File: config.mk
export PLATFORM = sky130hd
export DESIGN_NAME = param_sync_fifo
export DESIGN_NICKNAME = d
export VERILOG_FILES = /design/src/rtl/fifo_pkg.sv /design/src/rtl/fifo_mem.sv /design/src/rtl/param_sync_fifo.sv
export SDC_FILE = /design/constraint.sdc
export NUM_CORES = 1
export LEC_CHECK = 0
export ABC_AREA = 1
export BUFFER_PORTS_ARGS = -buffer_cell sky130_fd_sc_hd__buf_2
export CAP_MARGIN = 20
export CELL_PAD_IN_SITES_DETAIL_PLACEMENT = 1
export CELL_PAD_IN_SITES_GLOBAL_PLACEMENT = 2
export CORE_MARGIN = 1.5
export CORE_UTILIZATION = 35
export DETAILED_ROUTE_END_ITERATION = 10
export PLACE_DENSITY = 0.76
export SLEW_MARGIN = 0
export SYNTH_ARGS = -nofsm -noshare
export SYNTH_HDL_FRONTEND = slang
export SYNTH_SLANG_ARGS = --single-unit
File: constraint.sdc
create_clock -name i_clk -period 1.8 [get_ports i_clk]
set_input_delay 0.36 -clock i_clk [delete_from_list [all_inputs] [get_ports i_clk]]
set_output_delay 0.36 -clock i_clk [all_outputs]
set_load 0.01 [all_outputs]
File: src/rtl/fifo_pkg.sv
// Shared constants and the read-mode encoding for the synchronous FIFO.
package fifo_pkg;

    localparam int DEFAULT_DATA_WIDTH = 8;
    localparam int DEFAULT_ADDR_WIDTH = 4;

    // Read-port behaviour: data falls through to the output, or is registered on a read.
    typedef enum logic {
        READ_STANDARD = 1'b0,
        READ_FWFT     = 1'b1
    } read_mode_e;

endpackage : fifo_pkg

File: src/rtl/fifo_mem.sv
// Simple dual-port storage: synchronous write port, asynchronous read port.
module fifo_mem
    import fifo_pkg::*;
#(
    parameter int DATA_WIDTH = DEFAULT_DATA_WIDTH,
    parameter int ADDR_WIDTH = DEFAULT_ADDR_WIDTH
) (
    input  logic                  clk,
    input  logic                  we,
    input  logic [ADDR_WIDTH-1:0] waddr,
    input  logic [DATA_WIDTH-1:0] wdata,
    input  logic [ADDR_WIDTH-1:0] raddr,
    output logic [DATA_WIDTH-1:0] rdata
);

    logic [DATA_WIDTH-1:0] mem [2**ADDR_WIDTH];

    // Store the incoming word on an accepted write.
    // NOTE: the array has no reset; occupancy is tracked by the pointers, so stale words are never observed as valid data.
    always_ff @(posedge clk) begin
        if (we) begin
            mem[waddr] <= wdata;
        end
    end

    assign rdata = mem[raddr];

endmodule : fifo_mem

File: src/rtl/param_sync_fifo.sv
// Single-clock FIFO with occupancy count, almost-full/empty flags, sticky
// overflow/underflow errors, synchronous flush and selectable read mode.
module param_sync_fifo
    import fifo_pkg::*;
#(
    parameter int DATA_WIDTH    = DEFAULT_DATA_WIDTH,
    parameter int ADDR_WIDTH    = DEFAULT_ADDR_WIDTH,
    parameter int AFULL_THRESH  = (1 << ADDR_WIDTH) - 4,
    parameter int AEMPTY_THRESH = 2,
    parameter int FWFT          = 1
) (
    input  logic                  i_clk,
    input  logic                  i_rst,
    input  logic                  i_flush,
    input  logic                  i_winc,
    input  logic [DATA_WIDTH-1:0] i_wdata,
    input  logic                  i_rinc,
    output logic [DATA_WIDTH-1:0] o_rdata,
    output logic                  o_wfull,
    output logic                  o_afull,
    output logic                  o_rempty,
    output logic                  o_aempty,
    output logic [ADDR_WIDTH:0]   o_count,
    output logic                  o_overflow,
    output logic                  o_underflow
);

    localparam int DEPTH = 1 << ADDR_WIDTH;
    localparam int PW    = ADDR_WIDTH + 1;
    localparam read_mode_e READ_MODE = (FWFT != 0) ? READ_FWFT : READ_STANDARD;

    localparam logic [PW-1:0] FULL_CNT   = PW'(DEPTH);
    localparam logic [PW-1:0] AFULL_CNT  = PW'(AFULL_THRESH);
    localparam logic [PW-1:0] AEMPTY_CNT = PW'(AEMPTY_THRESH);

    // Thresholds must be ordered and fit inside the buffer.
    generate
        if (AEMPTY_THRESH < 0 || AEMPTY_THRESH >= AFULL_THRESH || AFULL_THRESH > DEPTH) begin : g_bad_thresh
            $error("param_sync_fifo: need 0 <= AEMPTY_THRESH < AFULL_THRESH <= DEPTH");
        end
    endgenerate

    // One extra MSB per pointer distinguishes full from empty when low bits match.
    logic [PW-1:0]         wptr;
    logic [PW-1:0]         rptr;
    logic [PW-1:0]         count;
    logic                  wr_en;
    logic                  rd_en;
    logic [DATA_WIDTH-1:0] mem_rdata;

    // Flags depend only on the registered count, never on this cycle's requests.
    assign o_wfull  = (count == FULL_CNT);
    assign o_rempty = (count == '0);
    assign o_afull  = (count >= AFULL_CNT);
    assign o_aempty = (count <= AEMPTY_CNT);
    assign o_count  = count;

    // A flush blocks both ports; a full FIFO refuses writes even if a read frees a slot.
    assign wr_en = i_winc && !o_wfull  && !i_flush;
    assign rd_en = i_rinc && !o_rempty && !i_flush;

    fifo_mem #(
        .DATA_WIDTH (DATA_WIDTH),
        .ADDR_WIDTH (ADDR_WIDTH)
    ) u_mem (
        .clk   (i_clk),
        .we    (wr_en),
        .waddr (wptr[ADDR_WIDTH-1:0]),
        .wdata (i_wdata),
        .raddr (rptr[ADDR_WIDTH-1:0]),
        .rdata (mem_rdata)
    );

    // Advance pointers and occupancy on accepted transfers; flush returns to empty.
    // NOTE: sequential state uses non-blocking assignments so every register samples pre-edge values.
    always_ff @(posedge i_clk or posedge i_rst) begin
        if (i_rst) begin
            wptr  <= '0;
            rptr  <= '0;
            count <= '0;
        end else if (i_flush) begin
            wptr  <= '0;
            rptr  <= '0;
            count <= '0;
        end else begin
            if (wr_en) wptr <= wptr + PW'(1);
            if (rd_en) rptr <= rptr + PW'(1);
            case ({wr_en, rd_en})
                2'b10:   count <= count + PW'(1);
                2'b01:   count <= count - PW'(1);
                default: count <= count;
            endcase
        end
    end

    // Sticky error flags record any request made against a full or empty FIFO.
    always_ff @(posedge i_clk or posedge i_rst) begin
        if (i_rst) begin
            o_overflow  <= 1'b0;
            o_underflow <= 1'b0;
        end else if (i_flush) begin
            o_overflow  <= 1'b0;
            o_underflow <= 1'b0;
        end else begin
            if (i_winc && o_wfull)  o_overflow  <= 1'b1;
            if (i_rinc && o_rempty) o_underflow <= 1'b1;
        end
    end

    generate
        if (READ_MODE == READ_FWFT) begin : g_fwft
            assign o_rdata = mem_rdata;
        end else begin : g_std
            // Capture the head word on an accepted read and hold it otherwise.
            always_ff @(posedge i_clk or posedge i_rst) begin
                if (i_rst) begin
                    o_rdata <= '0;
                end else if (rd_en) begin
                    o_rdata <= mem_rdata;
                end
            end
        end
    endgenerate

endmodule : param_sync_fifo

==> results_tabular.tex <==
\begin{tabular}{lr}
\hline
Metric & Value \\
\hline
\multicolumn{2}{l}{\textbf{Route}} \\
\quad Remaining antenna violation count after routing & 0 \\
\quad Detailed-routing iteration count for the pre-antenna-repair pass & 4 \\
\quad Wire per inst & roughly 21 µm \\
\quad DRC violations left & 0 \\
\quad Sum of routed wire length over all layers & approximately 17 mm \\
\quad Vias/cell & slightly above 5 \\
\quad Initial drt markers & about 320 \\
\quad Total via count in the routed design & roughly 4200 \\
\multicolumn{2}{l}{\textbf{Placement}} \\
\quad Routability cong. & approximately 0.86 \\
\quad Worst Setup Slack post-DPL & -0.2538 ns \\
\quad Detailed-placement wirelength estimate & just over 10 mm \\
\quad Input/output buffers & 31 \\
\multicolumn{2}{l}{\textbf{Floorplanning}} \\
\quad \# rows & 48 \\
\quad Starting density of the core & 0.3566 \\
\quad Floorplan die width & approximately 140 µm \\
\quad Placeable Area & between 0.015 and 0.02 mm² \\
\quad Vert. Die Dim & 135.3 µm \\
\quad Area of the die & approximately 0.018 mm² \\
\quad Top-level I/O count & 32 \\
\multicolumn{2}{l}{\textbf{Layout}} \\
\quad Synth-to-layout area growth & 33.35\% \\
\quad \# diodes & 0 \\
\quad Combined flip-flop and latch cell area & between 0.004 and 0.005 mm² \\
\quad Area of the multi-input gates & between 0.0015 and 0.002 mm² \\
\quad Filler Cell Count & between 1500 and 2000 \\
\quad Ratio of cells with drive above 1 in the final layout & 0.3333 \\
\quad Post-layout nets & 596 \\
\multicolumn{2}{l}{\textbf{Yosys}} \\
\quad Proportion of synthesized flip-flops having asynchronous set or reset & 0.1049 \\
\quad Mux share of post-synthesis cell area & 0.05229 \\
\quad Fraction of synthesized cell area taken by the top area cell type & 0.6275 \\
\quad Leading post-synthesis cells by cell area & edfxtp\_1, dfrtp\_1, mux2i\_1 \\
\quad Synth Area in Compound Gates & 0.1144 \\
\quad Combinational family with the most area after synthesis & compound AO/OA/AOI/OAI gates \\
\quad Most area-hungry cell type in the Yosys netlist & edfxtp\_1 \\
\quad Syn Nets & 502 \\
\quad Most used flip-flop cell after synthesis & edfxtp\_1 \\
\quad Leading cell types by count after synthesis & edfxtp\_1, inv\_1, o21ai\_0 \\
\quad Count of state elements after synthesis & $\sim$140 \\
\quad Share of synthesized area occupied by flip-flops and latches & 0.6887 \\
\quad Fraction of synthesized cell area in xor and xnor cells & 0.004289 \\
\quad Post-synthesis average cell area & approximately 13 µm² \\
\quad Post-synth EDFFs & approximately 130 \\
\quad Distinct cell type count after synthesis & 26 \\
\quad Dominant cell by count in the synthesized netlist & edfxtp\_1 \\
\quad Post-synthesis simple-gate area fraction & 0.07475 \\
\quad Adder-Cell Fraction of Synth Area & 0.01430 \\
\quad Synthesis warning total & 0 \\
\quad Synth Instances & between 400 and 500 \\
\quad Mapped cell area & 0.006126 mm² \\
\multicolumn{2}{l}{\textbf{GRT}} \\
\quad Global route total overflow & 0 \\
\quad Maximum number of pins on one net before global-route repair & 33 \\
\quad Number of global-route vias before repair & between 4000 and 5000 \\
\quad Overall fraction of global-route tracks in use & 0.1975 \\
\quad First-pass GRT wire length & between 20 and 30 mm \\
\quad Antenna violations before repair & 0 \\
\multicolumn{2}{l}{\textbf{Power and ir drop}} \\
\quad Part of the total power dissipated in sequential elements & 0.319 \\
\quad Internal Power & about 8.2 mW \\
\quad Total net switching power & just under 4 mW \\
\quad Standby leakage power & between 2 and 3 nW \\
\quad Final Power & about 12 mW \\
\quad Pwr Density & between 1000 and 1500 mW/mm² \\
\quad Proportion of total power due to net switching & 0.3258 \\
\quad Part of the total power dissipated in combinational logic & 0.404 \\
\quad Clock network power share & 0.277 \\
\quad Peak VDD IR & about 0.00099 V \\
\multicolumn{2}{l}{\textbf{Run status}} \\
\quad Run status & finished with violations \\
\quad Violated checks & negative setup slack \\
\multicolumn{2}{l}{\textbf{Clock tree}} \\
\quad Clock-pin transition on the worst setup and hold timing paths & around 0.06 ns \\
\quad Insertion delay to the later sink of the worst-skew pair & between 0.4 and 0.5 ns \\
\quad Buffer depth of the longest clock path & 2 \\
\quad CTS tree & yes \\
\quad Cts bufs inserted & 17 \\
\quad Clock root cell & clkbuf\_16 \\
\quad Hold buffer count at CTS & 0 \\
\quad Max H-tree Level & 4 \\
\quad Number of sinks on the clock net & roughly 140 \\
\multicolumn{2}{l}{\textbf{Setup path}} \\
\quad Path type of the worst setup path & flip-flop to output pin \\
\quad Worst path required time & 1.44 ns \\
\quad Category of cells accounting for the largest share of critical-path delay & flip-flops \\
\quad Library cell contributing the largest single delay on the critical path & dfrtp\_4 \\
\quad Arrival time reported for the critical path endpoint & 2.04 ns \\
\quad Cell depth of the worst setup path & 7 \\
\quad Maximum fanout count along the critical path & 5 \\
\quad Cell breakdown of the critical path & buf\_6 -> buf\_12 -> mux2i\_1 -> o21ai\_1 -> o211ai\_1 -> nand2\_1 -> buf\_2 \\
\quad Worst Reg-to-Reg Cells & 15 \\
\quad Worst path bufs/invs & 3 \\
\quad CP max stage delay & approximately 0.52 ns \\
\quad Crit path launch type & flip-flop \\
\quad Critical path endpoint category & output pin \\
\multicolumn{2}{l}{\textbf{Hold path}} \\
\quad Hold/Removal Path Class & primary input to async pin \\
\multicolumn{2}{l}{\textbf{Timing}} \\
\quad Final setup violation count & 12 \\
\quad Hold slack & 0.02268 ns \\
\quad Setup TNS after final layout & -4.701 ns \\
\quad Final worst path period need & approximately 2.4 ns \\
\quad Number of pins with negative max-slew slack in the final report & 0 \\
\quad Achievable clock frequency & 416.9 MHz \\
\quad Relative slew margins & 0.5660 \\
\quad Clock tree skew after final layout & roughly 0.013 ns \\
\quad Final number of hold-violating endpoints & 0 \\
\quad Fraction of the cycle the final worst path needs & 1.333 \\
\quad Worst-case setup margin in the final layout & -0.5986 ns \\
\quad RSZ-0062 raised after global routing & true \\
\quad Transition time at the pin with the least slew margin & about 0.65 ns \\
\multicolumn{2}{l}{\textbf{Flow run}} \\
\quad Max-cap check violation count & 0 \\
\hline
\end{tabular}
==> registers in the layout, summed over array words and instances (netlist names) <==
name         flops
u_mem.mem      128
wptr             4
o_count          5
rptr             4
o_overflow       1
o_underflow      1
==> cell families after synthesis <==
family,after synthesis
and+or+nand+nor,94
AOI/OAI and AO/OA,124
xor gates and xnor gates,3
DFF,143
muxes,32
buffers and inverters,79
adders and majority gates,7
==> layout make-up <==
class,instances,share of cell area
multi-input combinational,260,0.2362
inverter,56,0.02665
clock buffer,19,0.05299
sequential,143,0.5169
clock inverter,12,0.01486
timing repair buffer,98,0.1179
tap,225,0.03446
==> through the flow <==
step                  util  std cells  area, µm²
floorplan                -        482       6126
global placement    0.3978        756       6833
detailed placement  0.3978        756       6833
CTS                 0.4559        801       7831
global route        0.4756        813       8169
finish              0.4756        813       8169
==> worst paths after layout <==
check / startpoint / end / slack (ns)
min reg2reg: o_underflow / o_underflow / 0.52
min: i_rst / o_count[1] / 0.02
max: rptr[0] / o_rdata[4] / -0.60
max in group asynchronous: i_rst / rptr[0] / 1.30
min in group i_clk: i_winc / o_overflow / 0.27
max reg2reg: o_count[4] / o_count[4] / -0.10
==> placed cells by master (no fill, tap or decap), types with 3 or more instances in the layout <==
cell	Yosys	routed
inv_1	53	50
buf_2	5	26
nor2_4	0	19
edfxtp_1	128	128
dfrtp_1	15	14
inv_4	0	3
nor3_1	3	3
ha_1	7	5
buf_4	3	38
buf_16	0	5
nand2_4	3	7
buf_6	0	20
o21ai_1	3	30
a21oi_1	36	23
o21ai_0	53	20
clkinv_1	2	5
nor2_1	24	7
o211ai_1	32	32
a21oi_2	0	12
clkinvlp_4	0	3
clkbuf_16	0	19
nand3_2	2	4
nand2_2	3	8
mux2i_1	32	30
nand3_1	19	16
nand2_1	34	25
buf_12	0	6
o21ai_2	0	6
==> power groups by stage <==
| stage | Clock (mW) | Sequential [mW] | Combinational (mW) |
|---|---|---|---|
| 6_report | 3.36 | 3.86 | 4.89 |
| 5_1_grt | 3.52 | 3.87 | 5.25 |
| 4_1_cts | 3.37 | 3.84 | 4.28 |
| 3_5_place_dp | 0 | 3.92 | 3.17 |
| 3_3_place_gp | 0 | 3.91 | 3.11 |
| 2_1_floorplan | 0 | 3.93 | 1.86 |
==> timing repair <==
action | in CTS | in global routing
resized for setup | 97 | 55
cloned | 5 | 2
setup endpoints to repair | 125 | 99
setup buffers | 10 | 12
pin swaps | 38 | 36
==> per-layer routing <==
| layer | vias to the layer above | global-route usage | wire (µm) |
|---|---|---|---|
| met4 | 0 | 0.07527 | 331 |
| met5 | - | 0 | 0 |
| met2 | 68 | 0.3328 | 8789 |
| met3 | 23 | 0.03143 | 376 |
| li1 | 1934 | - | - |
| met1 | 2149 | 0.2567 | 7932 |
==> worst register-to-register path: stages (launching register included) <==
cell and delay (ns):
dfrtp_1 0.42, buf_6 0.15, nor2_4 0.12, nand3_4 0.12
nand2_4 0.11, nor2_8 0.04, nand2_4 0.06, xor2_2 0.13
ha_2 0.18, inv_2 0.04, nand2_4 0.07, nand3_2 0.09
nand2_2 0.07, nand2_2 0.05, nand3_2 0.08, nand2_2 0.05
Note: power is estimated with default switching activity, not from simulation.
